$ cat config.mk
export PLATFORM = sky130hd
export DESIGN_NAME = lane_demux_32_flat
export DESIGN_NICKNAME = d
export VERILOG_FILES = /design/src/rtl/lane_demux_pkg.sv /design/src/rtl/lane_demux_if.sv /design/src/rtl/decoder_5_to_32.sv /design/src/rtl/lane_demux_32.sv /design/src/flat_wrapper.sv
export SDC_FILE = /design/constraint.sdc
export NUM_CORES = 1
export LEC_CHECK = 0
export CAP_MARGIN = 20
export CORE_MARGIN = 1.5
export CORE_UTILIZATION = 47
export DETAILED_ROUTE_END_ITERATION = 6
export PLACE_DENSITY = 0.72
export SLEW_MARGIN = 10
export SYNTH_ARGS = -nofsm -noshare
export SYNTH_HDL_FRONTEND = slang
export SYNTH_SLANG_ARGS = --single-unit
$ cat constraint.sdc
create_clock -name clk -period 3.6 [get_ports clk]
set_input_delay 0.54 -clock clk [delete_from_list [all_inputs] [get_ports clk]]
set_output_delay 0.54 -clock clk [all_outputs]
set_load 0.05 [all_outputs]
$ cat src/rtl/lane_demux_pkg.sv
// lane_demux_pkg
//   Shared definitions for the lane_demux_32 slice: lane count, selector
//   width, the FSM state type and the lane selector type.
//   Optional build macro used by the slice: LANE_DEMUX_PARITY_EN.
package lane_demux_pkg;

    localparam int LANES = 32;
    localparam int SEL_W = 5;

    typedef enum logic {
        FILL = 1'b0,
        HOLD = 1'b1
    } lane_demux_state_t;

    typedef logic [SEL_W-1:0] lane_sel_t;

endpackage

$ cat src/rtl/lane_demux_if.sv
// lane_demux_if
//   Bundles the bit-write handshake, the frame-output handshake and the
//   status/debug signals of lane_demux_32.
//   Handshakes: a transfer happens on a rising clk edge where valid and
//   ready are both high; valid is driven by the producer, ready by the
//   consumer, and neither depends combinationally on the other.
//   Signals:
//     in_valid/in_ready/in_bit/in_sel/auto_inc  bit-write side
//     clear                                     flush the frame in progress
//     out_lines/out_valid/out_ready             assembled 32-bit frame
//     wr_ptr                                    auto-increment pointer
//     state                                     FSM state (debug)
//     out_parity                                XOR of out_lines (only when
//                                               LANE_DEMUX_PARITY_EN is defined)
//   Modports: master = producer/consumer around the block, slave = block.
interface lane_demux_if;
    import lane_demux_pkg::*;

    logic              in_valid;
    logic              in_ready;
    logic              in_bit;
    lane_sel_t         in_sel;
    logic              auto_inc;
    logic              clear;
    logic [LANES-1:0]  out_lines;
    logic              out_valid;
    logic              out_ready;
    lane_sel_t         wr_ptr;
    lane_demux_state_t state;
`ifdef LANE_DEMUX_PARITY_EN
    logic              out_parity;
`endif

    modport master (
        output in_valid, in_bit, in_sel, auto_inc, clear, out_ready,
        input  in_ready, out_lines, out_valid, wr_ptr, state
`ifdef LANE_DEMUX_PARITY_EN
        , input out_parity
`endif
    );

    modport slave (
        input  in_valid, in_bit, in_sel, auto_inc, clear, out_ready,
        output in_ready, out_lines, out_valid, wr_ptr, state
`ifdef LANE_DEMUX_PARITY_EN
        , output out_parity
`endif
    );

endinterface

$ cat src/rtl/decoder_5_to_32.sv
// decoder_5_to_32
//   Combinational 5-to-32 one-hot decoder with enable. Output bit sel is
//   high when en=1; all zero otherwise.
//   Ports: sel (lane index), en (enable), onehot (32-bit one-hot vector)
module decoder_5_to_32
    import lane_demux_pkg::*;
(
    input  lane_sel_t        sel,
    input  logic             en,
    output logic [LANES-1:0] onehot
);

    always_comb begin
        onehot = '0;
        if (en) begin
            onehot[sel] = 1'b1;
        end
    end

endmodule

$ cat src/rtl/lane_demux_32.sv
// lane_demux_32
//   Registered 1-to-32 demultiplexer/deserializer. One bit is accepted per
//   in_valid/in_ready handshake and stored into a held output lane chosen
//   by in_sel (auto_inc=0) or by the internal pointer wr_ptr (auto_inc=1).
//   When every lane has been written at least once in the current frame,
//   the frame is presented with out_valid until out_ready takes it.
//   Ports:
//     clk    rising-edge clock
//     rst_n  synchronous active-low reset
//     bus    lane_demux_if.slave (handshakes, lanes, wr_ptr, debug state)
//   Optional: define LANE_DEMUX_PARITY_EN to add the registered
//   bus.out_parity output (XOR of all out_lines bits).
module lane_demux_32
    import lane_demux_pkg::*;
(
    input  logic          clk,
    input  logic          rst_n,
    lane_demux_if.slave   bus
);

    lane_demux_state_t state_q;
    lane_demux_state_t next_state;
    logic [LANES-1:0]  lines_q;
    logic [LANES-1:0]  lines_next;
    logic [LANES-1:0]  mask_q;
    logic [LANES-1:0]  mask_next;
    lane_sel_t         ptr_q;
    lane_sel_t         lane;
    logic [LANES-1:0]  lane_onehot;
    logic              in_fill;
    logic              wr_en;
    logic              complete;
    logic              frame_taken;
    logic              in_ready;
    logic              out_valid;

    // Ready/valid come straight from the state register, so the accept
    // term below can use the state directly without a comb loop.
    assign in_fill     = (state_q == FILL);
    // An accept coinciding with clear is discarded.
    assign wr_en       = bus.in_valid && in_fill && !bus.clear;
    assign frame_taken = (state_q == HOLD) && bus.out_ready;
    assign lane        = bus.auto_inc ? ptr_q : bus.in_sel;

    decoder_5_to_32 u_decoder (
        .sel    (lane),
        .en     (wr_en),
        .onehot (lane_onehot)
    );

    // Rewriting a lane leaves the mask unchanged, so completion only
    // depends on every lane having been written at least once.
    assign mask_next  = mask_q | lane_onehot;
    assign complete   = wr_en && (&mask_next);
    assign lines_next = (lines_q & ~lane_onehot) | (lane_onehot & {LANES{bus.in_bit}});

    always_comb begin
        next_state = state_q;
        in_ready   = 1'b0;
        out_valid  = 1'b0;
        case (state_q)
            FILL: begin
                in_ready = 1'b1;
                if (complete) begin
                    next_state = HOLD;
                end
            end
            HOLD: begin
                out_valid = 1'b1;
                if (bus.out_ready) begin
                    next_state = FILL;
                end
            end
            default: begin
                next_state = FILL;
            end
        endcase
        if (bus.clear) begin
            next_state = FILL;
        end
    end

    always_ff @(posedge clk) begin
        if (!rst_n) begin
            state_q <= FILL;
            lines_q <= '0;
            mask_q  <= '0;
            ptr_q   <= '0;
        end else begin
            state_q <= next_state;
            lines_q <= lines_next;
            if (bus.clear || frame_taken) begin
                mask_q <= '0;
                ptr_q  <= '0;
            end else if (wr_en) begin
                mask_q <= mask_next;
                if (bus.auto_inc) begin
                    ptr_q <= ptr_q + lane_sel_t'(1);
                end
            end
        end
    end

`ifdef LANE_DEMUX_PARITY_EN
    logic parity_q;

    // Computed from the next lane values so it changes on the same edge
    // as out_lines.
    always_ff @(posedge clk) begin
        if (!rst_n) begin
            parity_q <= 1'b0;
        end else begin
            parity_q <= ^lines_next;
        end
    end

    assign bus.out_parity = parity_q;
`endif

    assign bus.in_ready  = in_ready;
    assign bus.out_valid = out_valid;
    assign bus.out_lines = lines_q;
    assign bus.wr_ptr    = ptr_q;
    assign bus.state     = state_q;

endmodule

$ cat src/flat_wrapper.sv
// flat-port wrapper written by rule: the top's interface ports become plain ports
module lane_demux_32_flat import lane_demux_pkg::*;
  (clk, rst_n, bus_in_valid, bus_in_bit, bus_in_sel, bus_auto_inc, bus_clear, bus_out_ready, bus_in_ready, bus_out_lines, bus_out_valid, bus_wr_ptr, bus_state);
  lane_demux_if bus_i ();
  input  logic clk;
  input  logic rst_n;
  input wire logic [$bits(bus_i.in_valid)-1:0] bus_in_valid;
  input wire logic [$bits(bus_i.in_bit)-1:0] bus_in_bit;
  input wire logic [$bits(bus_i.in_sel)-1:0] bus_in_sel;
  input wire logic [$bits(bus_i.auto_inc)-1:0] bus_auto_inc;
  input wire logic [$bits(bus_i.clear)-1:0] bus_clear;
  input wire logic [$bits(bus_i.out_ready)-1:0] bus_out_ready;
  output wire logic [$bits(bus_i.in_ready)-1:0] bus_in_ready;
  output wire logic [$bits(bus_i.out_lines)-1:0] bus_out_lines;
  output wire logic [$bits(bus_i.out_valid)-1:0] bus_out_valid;
  output wire logic [$bits(bus_i.wr_ptr)-1:0] bus_wr_ptr;
  output wire logic [$bits(bus_i.state)-1:0] bus_state;
  assign bus_i.in_valid = bus_in_valid;
  assign bus_i.in_bit = bus_in_bit;
  assign bus_i.in_sel = bus_in_sel;
  assign bus_i.auto_inc = bus_auto_inc;
  assign bus_i.clear = bus_clear;
  assign bus_i.out_ready = bus_out_ready;
  assign bus_in_ready = bus_i.in_ready;
  assign bus_out_lines = bus_i.out_lines;
  assign bus_out_valid = bus_i.out_valid;
  assign bus_wr_ptr = bus_i.wr_ptr;
  assign bus_state = bus_i.state;
  lane_demux_32 u_core (.clk(clk), .rst_n(rst_n), .bus(bus_i));
endmodule
# Yosys cells after proc, flatten, opt, wreduce, memory -nomap -nowiden

Cells that the tools add are included.

Register bits after elaboration: 70
Input port bits: 12
Output and inout port bits: 40
Word-level logic and storage cells: 34

Add/sub/neg operators: 1
Magnitude comparators: 2
Multiplexer cells: 9
Bitwise gates (word level): 7
Reductions and logical operators: 11

Operators by type and width:

| cell                                                        | number |
|---|---|
| AND 32 bit                                                  | 2 |
| bitwise OR 32 bit                                           | 2 |
| 2-to-1 mux 32 bit                                           | 1 |
| inverter 32 bit                                             | 1 |
| AND reduction 32 bit                                        | 1 |
| less-than comparator 5 x 6 -> 1 bit (second input constant) | 1 |
| adder 5 x 1 -> 5 bit (second input constant)                | 1 |
| demux 1 bit (select 5 bit)                                  | 1 |
| >= comparator 5 x 1 -> 1 bit (second input constant)        | 1 |
| logical AND 1 bit                                           | 5 |
| 2-to-1 mux 1 bit                                            | 5 |
| 2-to-1 mux 5 bit                                            | 1 |
| OR reduction 2 bit                                          | 2 |
| inverter 1 bit                                              | 2 |
| case mux 1 bit (2 select lines)                             | 1 |
| AND reduction 2 bit                                         | 1 |
| logical NOT 1 bit                                           | 1 |
| logical OR 1 bit                                            | 1 |

# Logic depth before layout (Yosys ltp)

Depth after elaboration: 11
Gate-level depth with buffers: 9
Mapped depth without buffers: 6

# By module

Synthesis repeated with hierarchy kept, for this count alone.

Cells, all modules: 308
Area, all modules: 2837.7 µm²

Modules (own cells, without submodules):

| module          | times used | cells each | area an instance (µm²) | seq. area each (µm²) |
|---|---|---|---|---|
| lane_demux_32   | 1          | 261        | 2607.5                 | 1401.3 |
| decoder_5_to_32 | 1          | 47         | 230.2                  | 0.0 |

# Worst setup path before layout

OpenSTA, ideal clock, no wires.

Path type: register -> register
From: register u_core.ptr_q[4], in the netlist u_core.bus.wr_ptr[4]
To: register u_core.state_q, in the netlist u_core.bus.state
Setup time: 0.069 ns
Arrival: 2.179 ns
Data required time: 3.531 ns
Setup slack: 1.352 ns
Stages on the path, launching flop included: 8
Buffers on the path: 1
Period minus slack after synthesis: 2.248 ns
Path through: dfxtp_1 buf_2 or4b_4 a221oi_1 o22ai_1 nor4_1 nand4_1 o21ai_1

Word-level cells in the longest chain between the ends: 11
Elaborated cells between the ends (all ways): 12
Those cells by class: order compare: 2; mux: 6; bitwise: 1; reduce/logical: 3

RTL lines:

| item                                                                                                             | line                  | text |
|---|---|---|
| from (decl)                                                                                                      | lane_demux_32.sv:27   | `lane_sel_t ptr_q;` |
| from (signal assigned)                                                                                           | lane_demux_32.sv:98   | `ptr_q <= ptr_q + lane_sel_t'(1);` |
| 2-to-1 mux 5 bit *                                                                                               | lane_demux_32.sv:43   | `assign lane = bus.auto_inc ? ptr_q : bus.in_sel;` |
| less-than comparator 5 x 6 -> 1 bit (not written as such) / >= comparator 5 x 1 -> 1 bit (equally long branches) | decoder_5_to_32.sv:16 | `onehot[sel] = 1'b1;` |
| logical AND 1 bit (not written as such)                                                                          | decoder_5_to_32.sv:16 |  |
| 2-to-1 mux 1 bit (not written as such)                                                                           | decoder_5_to_32.sv:16 |  |
| demux 1 bit (select 5 bit) *                                                                                     | decoder_5_to_32.sv:16 |  |
| 2-to-1 mux 32 bit *                                                                                              | decoder_5_to_32.sv:15 | `if (en) begin` |
| bitwise OR 32 bit *                                                                                              | lane_demux_32.sv:53   | `assign mask_next = mask_q \| lane_onehot;` |
| AND reduction 32 bit *                                                                                           | lane_demux_32.sv:54   | `assign complete = wr_en && (&mask_next);` |
| logical AND 1 bit *                                                                                              | lane_demux_32.sv:54   |  |
| 2-to-1 mux 1 bit *                                                                                               | lane_demux_32.sv:64   | `if (complete) begin` |
| case mux 1 bit (2 select lines) *                                                                                | lane_demux_32.sv:61   | `case (state_q)` |
| to (signal assigned)                                                                                             | lane_demux_32.sv:90   | `state_q <= next_state;` |
| to (decl)                                                                                                        | lane_demux_32.sv:21   | `lane_demux_state_t state_q;` |

Mark *: on every way between the ends. The rest lies on a longest branch, timed or not.
A chain may end at the register's enable or synchronous reset.

# Worst setup path after layout

From: input bus_auto_inc
To: register u_core.state_q, in the netlist u_core.bus.state

Word-level cells in the longest chain between the ends: 11
Elaborated cells between the ends (all ways): 12
Those cells by class: order compare: 2; mux: 6; bitwise: 1; reduce/logical: 3

RTL lines:

| item                                                                                                             | line                  | text |
|---|---|---|
| from (decl)                                                                                                      | flat_wrapper.sv:10    | `input wire logic [$bits(bus_i.auto_inc)-1:0] bus_auto_inc;` |
| 2-to-1 mux 5 bit *                                                                                               | lane_demux_32.sv:43   |  |
| less-than comparator 5 x 6 -> 1 bit (not written as such) / >= comparator 5 x 1 -> 1 bit (equally long branches) | decoder_5_to_32.sv:16 |  |
| logical AND 1 bit (not written as such)                                                                          | decoder_5_to_32.sv:16 |  |
| 2-to-1 mux 1 bit (not written as such)                                                                           | decoder_5_to_32.sv:16 |  |
| demux 1 bit (select 5 bit) *                                                                                     | decoder_5_to_32.sv:16 |  |
| 2-to-1 mux 32 bit *                                                                                              | decoder_5_to_32.sv:15 |  |
| bitwise OR 32 bit *                                                                                              | lane_demux_32.sv:53   |  |
| AND reduction 32 bit *                                                                                           | lane_demux_32.sv:54   |  |
| logical AND 1 bit *                                                                                              | lane_demux_32.sv:54   |  |
| 2-to-1 mux 1 bit *                                                                                               | lane_demux_32.sv:64   |  |
| case mux 1 bit (2 select lines) *                                                                                | lane_demux_32.sv:61   |  |

Marked as above.

==> summary.txt <==
vias per cell: 5.53
P&R area growth vs syn: 27.6%
CTS clk-pin slew, worst paths: 0.08 ns
critical-path maximum fanout: 18
H-tree levels: 3
prevailing post-synth register cell: dfxtp_1
Yosys Warn Count: 0
M1 GR Usage: 29.2%
Max Cap Viol: 0
HPWL after DPL: 4910 um
Hold WC Path Type: register to register
CTS buffer count: 9
share of post-route cells with drive strength above 1: 10.9%
Core Rows: 29
status: finished, final reports clean
final antenna-violating net count: 0
combinational power share: 6.0%
Post-synth ARST share: 0%
fill count: 581
unique cell type count in the Yosys netlist: 43
most frequent cell after synthesis: dfxtp_1
commonest cells in the netlist: 70 x dfxtp_1, 59 x nor2_1, 49 x nand2_1, 42 x a21oi_1, 29 x nand3_1
clock network power share: 46.7%
Core ar.: 6310 um2
Largest stage delay, worst path: 0.53 ns
Final Hold Vio Count: 0
reg2reg end: u_core.bus.state
share of power burned in registers: 47.2%
Top Family by Delay on Critical Path: simple AND/OR/NAND/NOR gates
crit start category: primary input
Crit Reg-Reg Startpoint: u_core.bus.state
IO Pins: 52
global-route wire length before repair: 12000 um
met3 GRT Util: 4.75%
Synth area leaders: dfxtp_1 46%, nor2_1 7.2%, a21oi_1 6.9%
Hold EP: u_core.mask_q[3]
average wire per standard cell: 14.3 um
Resized Gates After CTS: 0
Final nets: 429
clk_lat worst skew: 0.35 ns
synthesized instance count: 369
worst path bufs/invs: 2
grt met2 use: 33.4%
PortBufs: 51
total number of vias: 2752
number of global-route vias before repair: 2443
Power Dens Cells: 422 nW/um2
CP Class: primary input to register
Die ar.: 7000 um2
largest net degree at the start of global routing: 38
Static Leakage: 1.25 nW
clock root cell: clkbuf_8
Critical Path RT: 3.88 ns
Setup Skew: 0.0110 ns
final setup fails: 0
Setup crit end kind: register
CTS max path bufs: 2
post-route setup slack: 0.900 ns
Avg Inst Size Synth: 8.29 um2
final worst path period share: 75.0%
largest area contributor in the netlist: dfxtp_1
worst hold stages: 2
IR drop worst, VDD: 0.274 mV
Initial Util: 48.5%
initial antenna violation count: 0
mapped cell area: 3060 um2
GP Congestion: 0.905
flop2flop setup slack: 1.29 ns
Slew headroom: 65.0%
Int Power: 1.27 mW
postcts setup bufs: 0
GRT Util Overall: 21.4%
worst path cell trace: clkdlybuf4s50_1, buf_4, or3b_4, a221oi_1, o22ai_1, nor4_1, nand4_1, o21ai_1
sequential area share after synthesis: 45.8%
R2R cell count: 7
CTS tree: done
grt total ovfl: 0
post-layout min period: 2.70 ns
slew at the pin closest to its max-slew limit: 0.525 ns
Starting DRT DRC Count: 171
Post-synth EDFFs: 0
slowest CP cell: a221oi_1
hold path startpoint: u_core.mask_q[3]
RSZ-0062 raised after global routing: false
Final Max Slew Viols: 0
arrival time of the worst setup path: 2.98 ns
Ant. Diodes: 0
CTS sink count: 70
pre-CTS setup slack: 0.532 ns
# hold bufs at CTS: 0
Residual DRC: 0
die span in x: 83.7 um
final wirelength: 7150 um
Top Usage Layer GRT: met2
Synth Net Count: 382
FMAX: 0.370 GHz
TNS Setup: 0 ns
top cell type's share of synthesized area: 45.8%
DIE HEIGHT: 83.7 um
FF+latch count, synth: 70
drt pass-1 iters: 5
net switching power: 374 uW
Switching Fraction: 22.7%
==> layout make-up <==
type,count,area [um2],area share [%]
Multi-Input combinational cell,266,1520,38.9
Inverter,5,18.8,0.480
Clock inverter,7,120,3.07
Tap cell,77,96.3,2.47
Clock buffer,9,124,3.17
Sequential cell,70,1400,35.9
Timing Repair Buffer,64,628,16.1
==> worst max-delay path by stage <==
stage	slack [ns]	depth (start not counted)	startpoint	end
detailed placement	0.53	8	bus_auto_inc	u_core.bus.state
finish	0.90	8	bus_auto_inc	u_core.bus.state
global route	0.65	8	bus_auto_inc	u_core.bus.state
global placement	0.58	8	bus_auto_inc	u_core.bus.state
CTS	0.89	8	bus_auto_inc	u_core.bus.state
floorplan	1.35	7	u_core.bus.wr_ptr[4]	u_core.bus.state
==> routing by layer <==
| metal | vias to the layer above | routed length [um] |
|---|---|---|
| met5 | - | 0 |
| met4 | 0 | 110 |
| met3 | 10 | 500 |
| met2 | 76 | 3280 |
| met1 | 1279 | 3250 |
| li1 | 1387 | - |
==> cell usage in the layout, fill, tap and decap left out, types with 4 or more instances in the layout <==
cell             Yosys  routed
a21oi_2              4       4
buf_4                3      12
clkdlybuf4s50_1      0      51
a21oi_1             42      42
a31oi_1              5       5
nor4_1               4       4
dfxtp_1             70      70
mux2i_1             13      13
inv_1                4       4
a221oi_2             6       6
nand4_1              5       5
nand4b_1             4       4
clkbuf_8             0       9
nor2_1              59      59
o22ai_1              4       4
nand3_1             29      29
nand2_1             49      49
and2_1               7       7
==> power groups by stage <==
| stage | clock network, mW | registers (mW) | logic, mW |
|---|---|---|---|
| floorplan | 0 | 0.802 | 0.0546 |
| global placement | 0 | 0.796 | 0.0952 |
| detailed placement | 0 | 0.796 | 0.0954 |
| CTS | 0.777 | 0.778 | 0.0957 |
| global route | 0.816 | 0.778 | 0.108 |
| finish | 0.770 | 0.778 | 0.0994 |
==> metrics by stage <==
| stage | total power, mW | util, % | instance area [um2] | instances | hold slack, ns |
|---|---|---|---|---|---|
| CTS | 1.65 | 61.4 | 3880 | 497 | 0.456 |
| detailed placement | 0.892 | 57.6 | 3630 | 481 | 0.444 |
| global placement | 0.891 | 57.6 | 3630 | 481 | 0.435 |
| floorplan | 0.856 | - | 3060 | 369 | 0.424 |
| global route | 1.70 | 61.9 | 3910 | 498 | 0.475 |
| finish | 1.65 | 61.9 | 3910 | 498 | 0.451 |
==> logic make-up after synthesis <==
group | Yosys count | synth area share [%]
buf+inv | 33 | 4.62
flops | 70 | 45.8
xor+xnor | 4 | 1.14
mux | 14 | 4.62
compound gates | 72 | 15.5
simple gates | 175 | 27.9
fa+ha+maj | 1 | 0.409
==> worst register-to-register path, cell delays in order, from the launching register on <==
cell      delay [ns]
dfxtp_1         0.36
or3b_1          0.49
buf_4           0.24
a221oi_1        0.45
o22ai_1         0.14
nor4_1          0.25
nand4_1         0.15
o21ai_1         0.16
No activity file was read; power rests on OpenSTA's default activity.
